`src/rtl/mem_arb_pkg.sv`:
```
// Shared types and defaults for the memory port arbiter slice.
// Included by the arbiter top and by its wait-state counter.
package mem_arb_pkg;

  typedef enum logic [1:0] {
    IDLE,
    ACCESS,
    DONE
  } state_t;

  typedef enum logic {
    OWN_CPU,
    OWN_DBG
  } owner_t;

  localparam int DEF_WAIT          = 1;
  localparam int DEF_MAX_CPU_BURST = 4;

  // Counter widths cover the full legal ranges (WAIT 0..7, burst cap 1..15).
  localparam int WAIT_CW  = 3;
  localparam int BURST_CW = 4;

endpackage

```
`src/rtl/mem_port_arbiter_if.sv`:
```
// Bus bundle between the CPU, the debug loader, the arbiter and external memory.
// The slave modport is the arbiter's view; master is the requester/memory side.
interface mem_port_arbiter_if #(
  parameter int AW = 8,
  parameter int DW = 8
);

  logic          cpu_req;
  logic          cpu_we;
  logic [AW-1:0] cpu_addr;
  logic [DW-1:0] cpu_wdata;
  logic [DW-1:0] cpu_rdata;
  logic          cpu_ack;
  logic          cpu_stall;

  logic          dbg_req;
  logic          dbg_we;
  logic [AW-1:0] dbg_addr;
  logic [DW-1:0] dbg_wdata;
  logic [DW-1:0] dbg_rdata;
  logic          dbg_ack;

  logic          mem_en;
  logic          mem_we;
  logic [AW-1:0] mem_addr;
  logic [DW-1:0] mem_wdata;
  logic [DW-1:0] mem_rdata;

  modport slave (
    input  cpu_req, cpu_we, cpu_addr, cpu_wdata,
    output cpu_rdata, cpu_ack, cpu_stall,
    input  dbg_req, dbg_we, dbg_addr, dbg_wdata,
    output dbg_rdata, dbg_ack,
    output mem_en, mem_we, mem_addr, mem_wdata,
    input  mem_rdata
  );

  modport master (
    output cpu_req, cpu_we, cpu_addr, cpu_wdata,
    input  cpu_rdata, cpu_ack, cpu_stall,
    output dbg_req, dbg_we, dbg_addr, dbg_wdata,
    input  dbg_rdata, dbg_ack,
    input  mem_en, mem_we, mem_addr, mem_wdata,
    output mem_rdata
  );

endinterface

```
`src/rtl/wait_state_counter.sv`:
```
// Dwell counter for the ACCESS state: counts 0..WAIT and flags the last cycle.
module wait_state_counter
  import mem_arb_pkg::*;
#(
  parameter int WAIT = DEF_WAIT
) (
  input  logic clk,
  input  logic rst,
  input  logic clear,
  input  logic enable,
  output logic terminal
);

  localparam logic [WAIT_CW-1:0] LAST = WAIT_CW'(WAIT);

  logic [WAIT_CW-1:0] count;

  assign terminal = (count == LAST);

  // Holds at LAST so a stalled enable cannot wrap past the terminal count.
  always_ff @(posedge clk) begin
    if (rst || clear) begin
      count <= '0;
    end else if (enable && !terminal) begin
      count <= count + WAIT_CW'(1);
    end
  end

endmodule

```
`src/rtl/mem_port_arbiter.sv`:
```
// Shares the byte-wide memory port between the CPU sequencer and the debug loader.
// CPU has priority; a burst cap hands the port to the loader after MAX_CPU_BURST grants.
module mem_port_arbiter
  import mem_arb_pkg::*;
#(
  parameter int AW            = 8,
  parameter int DW            = 8,
  parameter int WAIT          = DEF_WAIT,
  parameter int MAX_CPU_BURST = DEF_MAX_CPU_BURST
) (
  input logic              clk,
  input logic              rst,
  mem_port_arbiter_if.slave bus
);

  localparam logic [BURST_CW-1:0] BURST_MAX = BURST_CW'(MAX_CPU_BURST);

  state_t              state;
  owner_t              owner;
  logic [BURST_CW-1:0] burst_cnt;
  logic                wait_done;
  logic                cpu_win;
  logic                dbg_win;
  logic                grant_we;
  logic [AW-1:0]       grant_addr;
  logic [DW-1:0]       grant_wdata;

  wait_state_counter #(
    .WAIT(WAIT)
  ) u_wait (
    .clk     (clk),
    .rst     (rst),
    .clear   (state != ACCESS),
    .enable  (state == ACCESS),
    .terminal(wait_done)
  );

  // Loader only beats a requesting CPU once the CPU has used up its burst allowance.
  assign cpu_win = bus.cpu_req && (!bus.dbg_req || (burst_cnt != BURST_MAX));
  assign dbg_win = bus.dbg_req && !cpu_win;

  assign bus.cpu_stall = bus.cpu_req & ~bus.cpu_ack;

  always_comb begin
    grant_we    = bus.cpu_we;
    grant_addr  = bus.cpu_addr;
    grant_wdata = bus.cpu_wdata;
    if (!cpu_win) begin
      grant_we    = bus.dbg_we;
      grant_addr  = bus.dbg_addr;
      grant_wdata = bus.dbg_wdata;
    end
  end

  always_ff @(posedge clk) begin
    if (rst) begin
      state         <= IDLE;
      owner         <= OWN_CPU;
      burst_cnt     <= '0;
      bus.mem_en    <= 1'b0;
      bus.mem_we    <= 1'b0;
      bus.mem_addr  <= '0;
      bus.mem_wdata <= '0;
      bus.cpu_rdata <= '0;
      bus.dbg_rdata <= '0;
      bus.cpu_ack   <= 1'b0;
      bus.dbg_ack   <= 1'b0;
    end else begin
      bus.cpu_ack <= 1'b0;
      bus.dbg_ack <= 1'b0;
      unique case (state)
        IDLE: begin
          if (dbg_win || !bus.dbg_req) begin
            burst_cnt <= '0;
          end else if (cpu_win && (burst_cnt != BURST_MAX)) begin
            burst_cnt <= burst_cnt + BURST_CW'(1);
          end
          if (cpu_win || dbg_win) begin
            if (cpu_win) begin
              owner <= OWN_CPU;
            end else begin
              owner <= OWN_DBG;
            end
            bus.mem_en    <= 1'b1;
            bus.mem_we    <= grant_we;
            bus.mem_addr  <= grant_addr;
            bus.mem_wdata <= grant_wdata;
            state         <= ACCESS;
          end
        end
        ACCESS: begin
          // Ack is registered here so it is high for exactly the DONE cycle.
          if (wait_done) begin
            bus.mem_en <= 1'b0;
            bus.mem_we <= 1'b0;
            state      <= DONE;
            if (owner == OWN_CPU) begin
              bus.cpu_ack <= 1'b1;
              if (!bus.mem_we) begin
                bus.cpu_rdata <= bus.mem_rdata;
              end
            end else begin
              bus.dbg_ack <= 1'b1;
              if (!bus.mem_we) begin
                bus.dbg_rdata <= bus.mem_rdata;
              end
            end
          end
        end
        DONE: begin
          state <= IDLE;
        end
        default: begin
          state <= IDLE;
        end
      endcase
    end
  end

endmodule
```
`src/flat_wrapper.sv`:
```
// flat-port wrapper written by rule: the top's interface ports become plain ports
module mem_port_arbiter_flat import mem_arb_pkg::*;
#(
  parameter int AW            = 8,
  parameter int DW            = 8,
  parameter int WAIT          = DEF_WAIT,
  parameter int MAX_CPU_BURST = DEF_MAX_CPU_BURST
)
  (clk, rst, bus_cpu_req, bus_cpu_we, bus_cpu_addr, bus_cpu_wdata, bus_cpu_rdata, bus_cpu_ack, bus_cpu_stall, bus_dbg_req, bus_dbg_we, bus_dbg_addr, bus_dbg_wdata, bus_dbg_rdata, bus_dbg_ack, bus_mem_en, bus_mem_we, bus_mem_addr, bus_mem_wdata, bus_mem_rdata);
  mem_port_arbiter_if #(.AW(AW), .DW(DW)) bus_i ();
  input logic clk;
  input logic rst;
  input wire logic [$bits(bus_i.cpu_req)-1:0] bus_cpu_req;
  input wire logic [$bits(bus_i.cpu_we)-1:0] bus_cpu_we;
  input wire logic [$bits(bus_i.cpu_addr)-1:0] bus_cpu_addr;
  input wire logic [$bits(bus_i.cpu_wdata)-1:0] bus_cpu_wdata;
  output wire logic [$bits(bus_i.cpu_rdata)-1:0] bus_cpu_rdata;
  output wire logic [$bits(bus_i.cpu_ack)-1:0] bus_cpu_ack;
  output wire logic [$bits(bus_i.cpu_stall)-1:0] bus_cpu_stall;
  input wire logic [$bits(bus_i.dbg_req)-1:0] bus_dbg_req;
  input wire logic [$bits(bus_i.dbg_we)-1:0] bus_dbg_we;
  input wire logic [$bits(bus_i.dbg_addr)-1:0] bus_dbg_addr;
  input wire logic [$bits(bus_i.dbg_wdata)-1:0] bus_dbg_wdata;
  output wire logic [$bits(bus_i.dbg_rdata)-1:0] bus_dbg_rdata;
  output wire logic [$bits(bus_i.dbg_ack)-1:0] bus_dbg_ack;
  output wire logic [$bits(bus_i.mem_en)-1:0] bus_mem_en;
  output wire logic [$bits(bus_i.mem_we)-1:0] bus_mem_we;
  output wire logic [$bits(bus_i.mem_addr)-1:0] bus_mem_addr;
  output wire logic [$bits(bus_i.mem_wdata)-1:0] bus_mem_wdata;
  input wire logic [$bits(bus_i.mem_rdata)-1:0] bus_mem_rdata;
  assign bus_i.cpu_req = bus_cpu_req;
  assign bus_i.cpu_we = bus_cpu_we;
  assign bus_i.cpu_addr = bus_cpu_addr;
  assign bus_i.cpu_wdata = bus_cpu_wdata;
  assign bus_cpu_rdata = bus_i.cpu_rdata;
  assign bus_cpu_ack = bus_i.cpu_ack;
  assign bus_cpu_stall = bus_i.cpu_stall;
  assign bus_i.dbg_req = bus_dbg_req;
  assign bus_i.dbg_we = bus_dbg_we;
  assign bus_i.dbg_addr = bus_dbg_addr;
  assign bus_i.dbg_wdata = bus_dbg_wdata;
  assign bus_dbg_rdata = bus_i.dbg_rdata;
  assign bus_dbg_ack = bus_i.dbg_ack;
  assign bus_mem_en = bus_i.mem_en;
  assign bus_mem_we = bus_i.mem_we;
  assign bus_mem_addr = bus_i.mem_addr;
  assign bus_mem_wdata = bus_i.mem_wdata;
  assign bus_i.mem_rdata = bus_mem_rdata;
  mem_port_arbiter #(.AW(AW), .DW(DW), .WAIT(WAIT), .MAX_CPU_BURST(MAX_CPU_BURST)) u_core (.clk(clk), .rst(rst), .bus(bus_i));
endmodule
```
`config.mk`:
```
export PLATFORM = sky130hd
export DESIGN_NAME = mem_port_arbiter_flat
export DESIGN_NICKNAME = d
export VERILOG_FILES = /design/src/rtl/mem_arb_pkg.sv /design/src/rtl/mem_port_arbiter_if.sv /design/src/rtl/wait_state_counter.sv /design/src/rtl/mem_port_arbiter.sv /design/src/flat_wrapper.sv
export SDC_FILE = /design/constraint.sdc
export NUM_CORES = 1
export LEC_CHECK = 0
export CAP_MARGIN = 20
export CORE_MARGIN = 5
export CORE_UTILIZATION = 48
export CTS_BUF_LIST = sky130_fd_sc_hd__clkbuf_4
export CTS_CLUSTER_DIAMETER = 50
export DETAILED_ROUTE_END_ITERATION = 10
export GPL_ROUTABILITY_DRIVEN = 0
export GPL_TIMING_DRIVEN = 0
export PLACE_DENSITY = 0.87
export SLEW_MARGIN = 10
export SYNTH_ARGS = -nofsm -noshare
export SYNTH_HDL_FRONTEND = slang
export SYNTH_SLANG_ARGS = --single-unit
```
`constraint.sdc`:
```
create_clock -name clk -period 3.6 [get_ports clk]
set_input_delay 0.72 -clock clk [delete_from_list [all_inputs] [get_ports clk]]
set_output_delay 0.72 -clock clk [all_outputs]
set_load 0.03 [all_outputs]
```
# Yosys cells after proc, flatten, opt, wreduce, memory -nomap -nowiden
# Cells that the tools add are included.
# totals
word_cells,63
rom_bits,0
mem_bits_rw,0
input_bits,46
ff_bits,46
n_memories,0
out_inout_bits,37
latchBits,0
# op_classes
n_div,0
n_eq_ne,6
multipliers,0
bitwise_logic,6
shift,0
muxes,16
reduce_logical,21
n_lt_le_gt_ge,0
n_addsub,2
# op_table
cell,count
2-to-1 mux 8 bit,2
2-to-1 mux 4 bit,2
AND reduction 4 bit,2
2-to-1 mux 1 bit,7
"inequality test 2 x 1 -> 1 bit, second input constant",3
AND reduction 2 bit,3
NOT 1 bit,5
"adder 4 x 1 -> 4 bit, second input constant",1
logical AND 1 bit,4
logical OR 1 bit,4
2-to-1 mux 2 bit,2
"inequality test 4 x 3 -> 1 bit, second input constant",1
case mux 1 bit (2 select lines),2
case mux 2 bit (2 select lines),1
nonzero test 2 bit,2
"adder 3 x 1 -> 3 bit, second input constant",1
"== test 3 x 1 -> 1 bit, second input constant",1
logical NOT 1 bit,3
AND reduction 3 bit,1
OR reduction 3 bit,1
"== test 2 x 1 -> 1 bit, second input constant",1
logical NOT 2 bit,1
bitwise AND 1 bit,1

# Depth between registers and ports, before layout
# Gate-level depths: netlist of the first run.
# depth
word_depth,8
mapped_depth,7
ltp_nobuf,5

# Hierarchy
# From an unflattened synthesis of the first run, not the netlist that was laid out.
# hier_totals
cells_unflattened,252
hier_area_um2,2182.1
# modules_own_cells
module,instances,area_per_inst_um2,cells_per_inst,seq_area_each_um2
mem_port_arbiter,1,2003.2,234,860.8
wait_state_counter,1,178.9,18,60.1

# Worst setup path before layout of the first run
# Ideal clock, no wire load.
# synth_timing
kind,input-to-output
from,in bus_cpu_req
to,out bus_cpu_stall
setup_slack_ps,1481
t_arrival_ps,1399
n_path_buf,1
cell_stages,3
required_time_ps,2880
cell_sequence,inv_1 > clkbuf_1 > nor2_1
# synth_via
elab_chain_cells,1
# synth_lines
element,line_no,source
from (decl),flat_wrapper.sv:13,input wire logic [$bits(bus_i.cpu_req)-1:0] bus_cpu_req;
bitwise AND 1 bit,mem_port_arbiter.sv:42,assign bus.cpu_stall = bus.cpu_req & ~bus.cpu_ack;
to (decl),flat_wrapper.sv:19,output wire logic [$bits(bus_i.cpu_stall)-1:0] bus_cpu_stall;
# No other way between the ends.

# Final worst setup path of the first run
# Same ends and word-level chain as after synthesis.

==> results.ini, run 1 <==
[status]
status=finished clean

[critical_path]
r2r-start=u_core.burst_cnt[0]
worst_ep_required_time_ns=2.88
crit_buf_inv=4
critPathMaxStageDelay_ns=0.60
path_common_cell=clkdlybuf4s50_1
reg2reg_to=u_core.bus.mem_wdata[0]
crit_slowest_cell=clkdlybuf4s50_1
worstRegToRegCells=6
path_max_fanout=10
end_kind=output port
crit_chain=clkdlybuf4s50_1 -> inv_1 -> clkbuf_1 -> nor2_1 -> clkdlybuf4s50_1
r2r_setup_slack_ns=1.94
worstPathArrival_ns=2.43
crit_family=buffers and inverters
cp-start-kind=primary input
worstSetupPathType=in -> out

[timing]
timing.fmax_mhz=317
final_max_slew_viol_count=0
period_minus_slack_ns=3.15
fin_skew_ns=0.00870
hold_slack_ns=0.473
tns_ns=0
fin_crit_sh=0.876
hold_viol=0
tightest_slew_ns=0.477
rsz0062_at_grt=no
setup_viol=0
max_slew_margin=0.682

[route]
dr.pass1.iters=4
wire_per_inst_um=15.6
first_iter_violations=82
vias=2049
drc_errors=0
drtAntennaViolNets=0
via_per_inst=5.51
drt-total-wl_um=5820

[global_routing]
antenna_found_initial=0
grt_pass1_wl_um=9300
grt_util_met2=0.327
grt_max_degree=14
grt_pass1_vias=1989
grt_usage=0.190
grt_overflow=0
gr-max-usage-layer=met2
met3_usage=0.0745
use_met1=0.218

[die]
ioPinCount=83
die_area_mm2=0.00586
die_h_um=76.5
core_mm2=0.00432
fp.dieW_um=76.5
start_util=0.491
num_rows=24

[min_path]
hp-class=reg -> reg
hp-start=u_core.bus.mem_en
holdPathEnd=u_core.bus.mem_en
hold-path-cell-count=2

[logic_synthesis]
syn_inst=230
ys_ff_latch=46
synth_async_sr_flop_share=0
ys_warn_count=0
synth_cell_types=33
synth_area_mm2=0.00212
syn_nets=280
avgSynthCellArea_um2=9.24
ys.flop_type=dfxtp_1
synth_seq_area_share=0.433
synth_edf_count=0

[clock_tree]
h-tree-depth=2
numCtsBuffers=5
cts_root_buf=clkbuf_4
cts_tree=done
cts.sinks=46
clkTransAtPathRegs_ns=0.12
post_cts_buffers=0
clock_latency_ns=0.35
holdBufCountCts=0
cts_buffer_depth=2
cts_resized=0

[finish]
final_nets=369
multi_input_area_mm2=0.00107
antenna_cells=0
layout_commonest_cell=clkdlybuf4s50_1
filler_cell_count=368
seq_area_um2=921
areaGrowthSynthToFinish_pct=44.2
final_layout_size_suffix_gt1_frac=0.0719
final_cell_mix=clkdlybuf4s50_1 (82), dfxtp_1 (46), nand2b_1 (25)

[placement]
place.detailed.hpwl_um=4430
portBuffers=82

[run]
cap_viol_max_count=0

[power_and_ir_drop]
power_density_mw_per_mm2=353
power_leakage_nw=1.13
vdd_ir_drop_max_mv=0.212

-- through the flow --
step | utilization | setup slack [ns] | instances | total power [W] | cell area [um^2]
after floorplan | - | 1.48 | 230 | 0.000721 | 2120
after global placement | 0.696 | 0.485 | 364 | 0.000847 | 3010
after detailed placement | 0.696 | 0.444 | 364 | 0.000853 | 3010
after CTS | 0.709 | 0.439 | 372 | 0.00109 | 3060
after global routing | 0.709 | 0.346 | 372 | 0.00113 | 3060
final | 0.709 | 0.446 | 372 | 0.00108 | 3060
-- how the worst max path moves through the flow --
stage	startpoint	to	slack (ns)	cells after the start
floorplan	bus_cpu_req	bus_cpu_stall	1.48	3
global placement	bus_cpu_req	bus_cpu_stall	0.49	5
detailed placement	bus_cpu_req	bus_cpu_stall	0.44	5
CTS	bus_cpu_req	bus_cpu_stall	0.44	5
global route	bus_cpu_req	bus_cpu_stall	0.35	5
finish	bus_cpu_req	bus_cpu_stall	0.45	5
-- per-layer routing --
layer  up-vias  part of all wire
li1       1010                 -
met1       946              0.43
met2        84              0.47
met3         9             0.088
met4         0             0.012
met5         -                 0
-- Yosys cell counts (2+ instances only) --
master	instances	area share
nand4b_1	3	0.012
nand2b_1	25	0.074
and2_1	3	0.0088
nand3b_1	2	0.0071
inv_1	5	0.0088
dfxtp_1	46	0.43
a311oi_1	18	0.074
a21oi_1	22	0.052
mux2i_1	16	0.075
nor3_1	2	0.0047
ha_1	4	0.024
buf_2	8	0.019
nand4_1	2	0.0059
buf_6	3	0.016
clkbuf_1	8	0.014
nand2_1	6	0.011
nand3_1	19	0.045
nor2_1	6	0.011
nor3b_1	2	0.0071
a31oi_1	2	0.0059
o21ai_0	16	0.038
-- flip-flops by register name, indices dropped and copies added (netlist names) --
register              cells
u_core.bus.cpu_ack        1
u_core.bus.mem_wdata      8
u_core.burst_cnt          4
u_core.owner              1
u_core.bus.cpu_rdata      8
u_core.bus.mem_en         1
u_core.state              2
u_core.bus.dbg_ack        1
u_core.bus.dbg_rdata      8
u_core.u_wait.count       3
u_core.bus.mem_we         1
u_core.bus.mem_addr       8
-- power breakdown --
group          internal, W  switching [W]  leakage (nW)
sequential        0.000540      0.0000207         0.376
combinational     0.000137       0.000145         0.720
clock            0.0000813       0.000159        0.0331
-- cell families (layout without fill, tap and decap cells) --
kind of cell / after synthesis / count (layout) / synth area share
compound gates: 61 / 61 / 0.179
xor+xnor: 1 / 1 / 0.00412
fa+ha+maj: 4 / 4 / 0.0236
buf+inv: 25 / 115 / 0.0613
flops: 46 / 46 / 0.433
mux: 16 / 16 / 0.0754
simple gates: 77 / 77 / 0.223
-- tightest hold or removal path, stage by stage (launching register included) --
cell	delay (ns)
dfxtp_1	0.34
nand2_1	0.05
a21oi_1	0.05
-- area by class of cell --
class | count | share of cell area
clock inverters | 2 | 0.00286
well taps | 52 | 0.0212
inverters | 5 | 0.00612
repair buffers | 82 | 0.268
plain buffers | 20 | 0.0363
multi-input cells | 159 | 0.350
clock buffers | 6 | 0.0147
flip-flops and latches | 46 | 0.301
Power figures use the tool's default switching activity.
==> run 2: changes to the inputs <==
- GPL_ROUTABILITY_DRIVEN: 0 -> 1
==> results of run 2 <==
Final layout, timing and power as in run 1 (identical DEF).
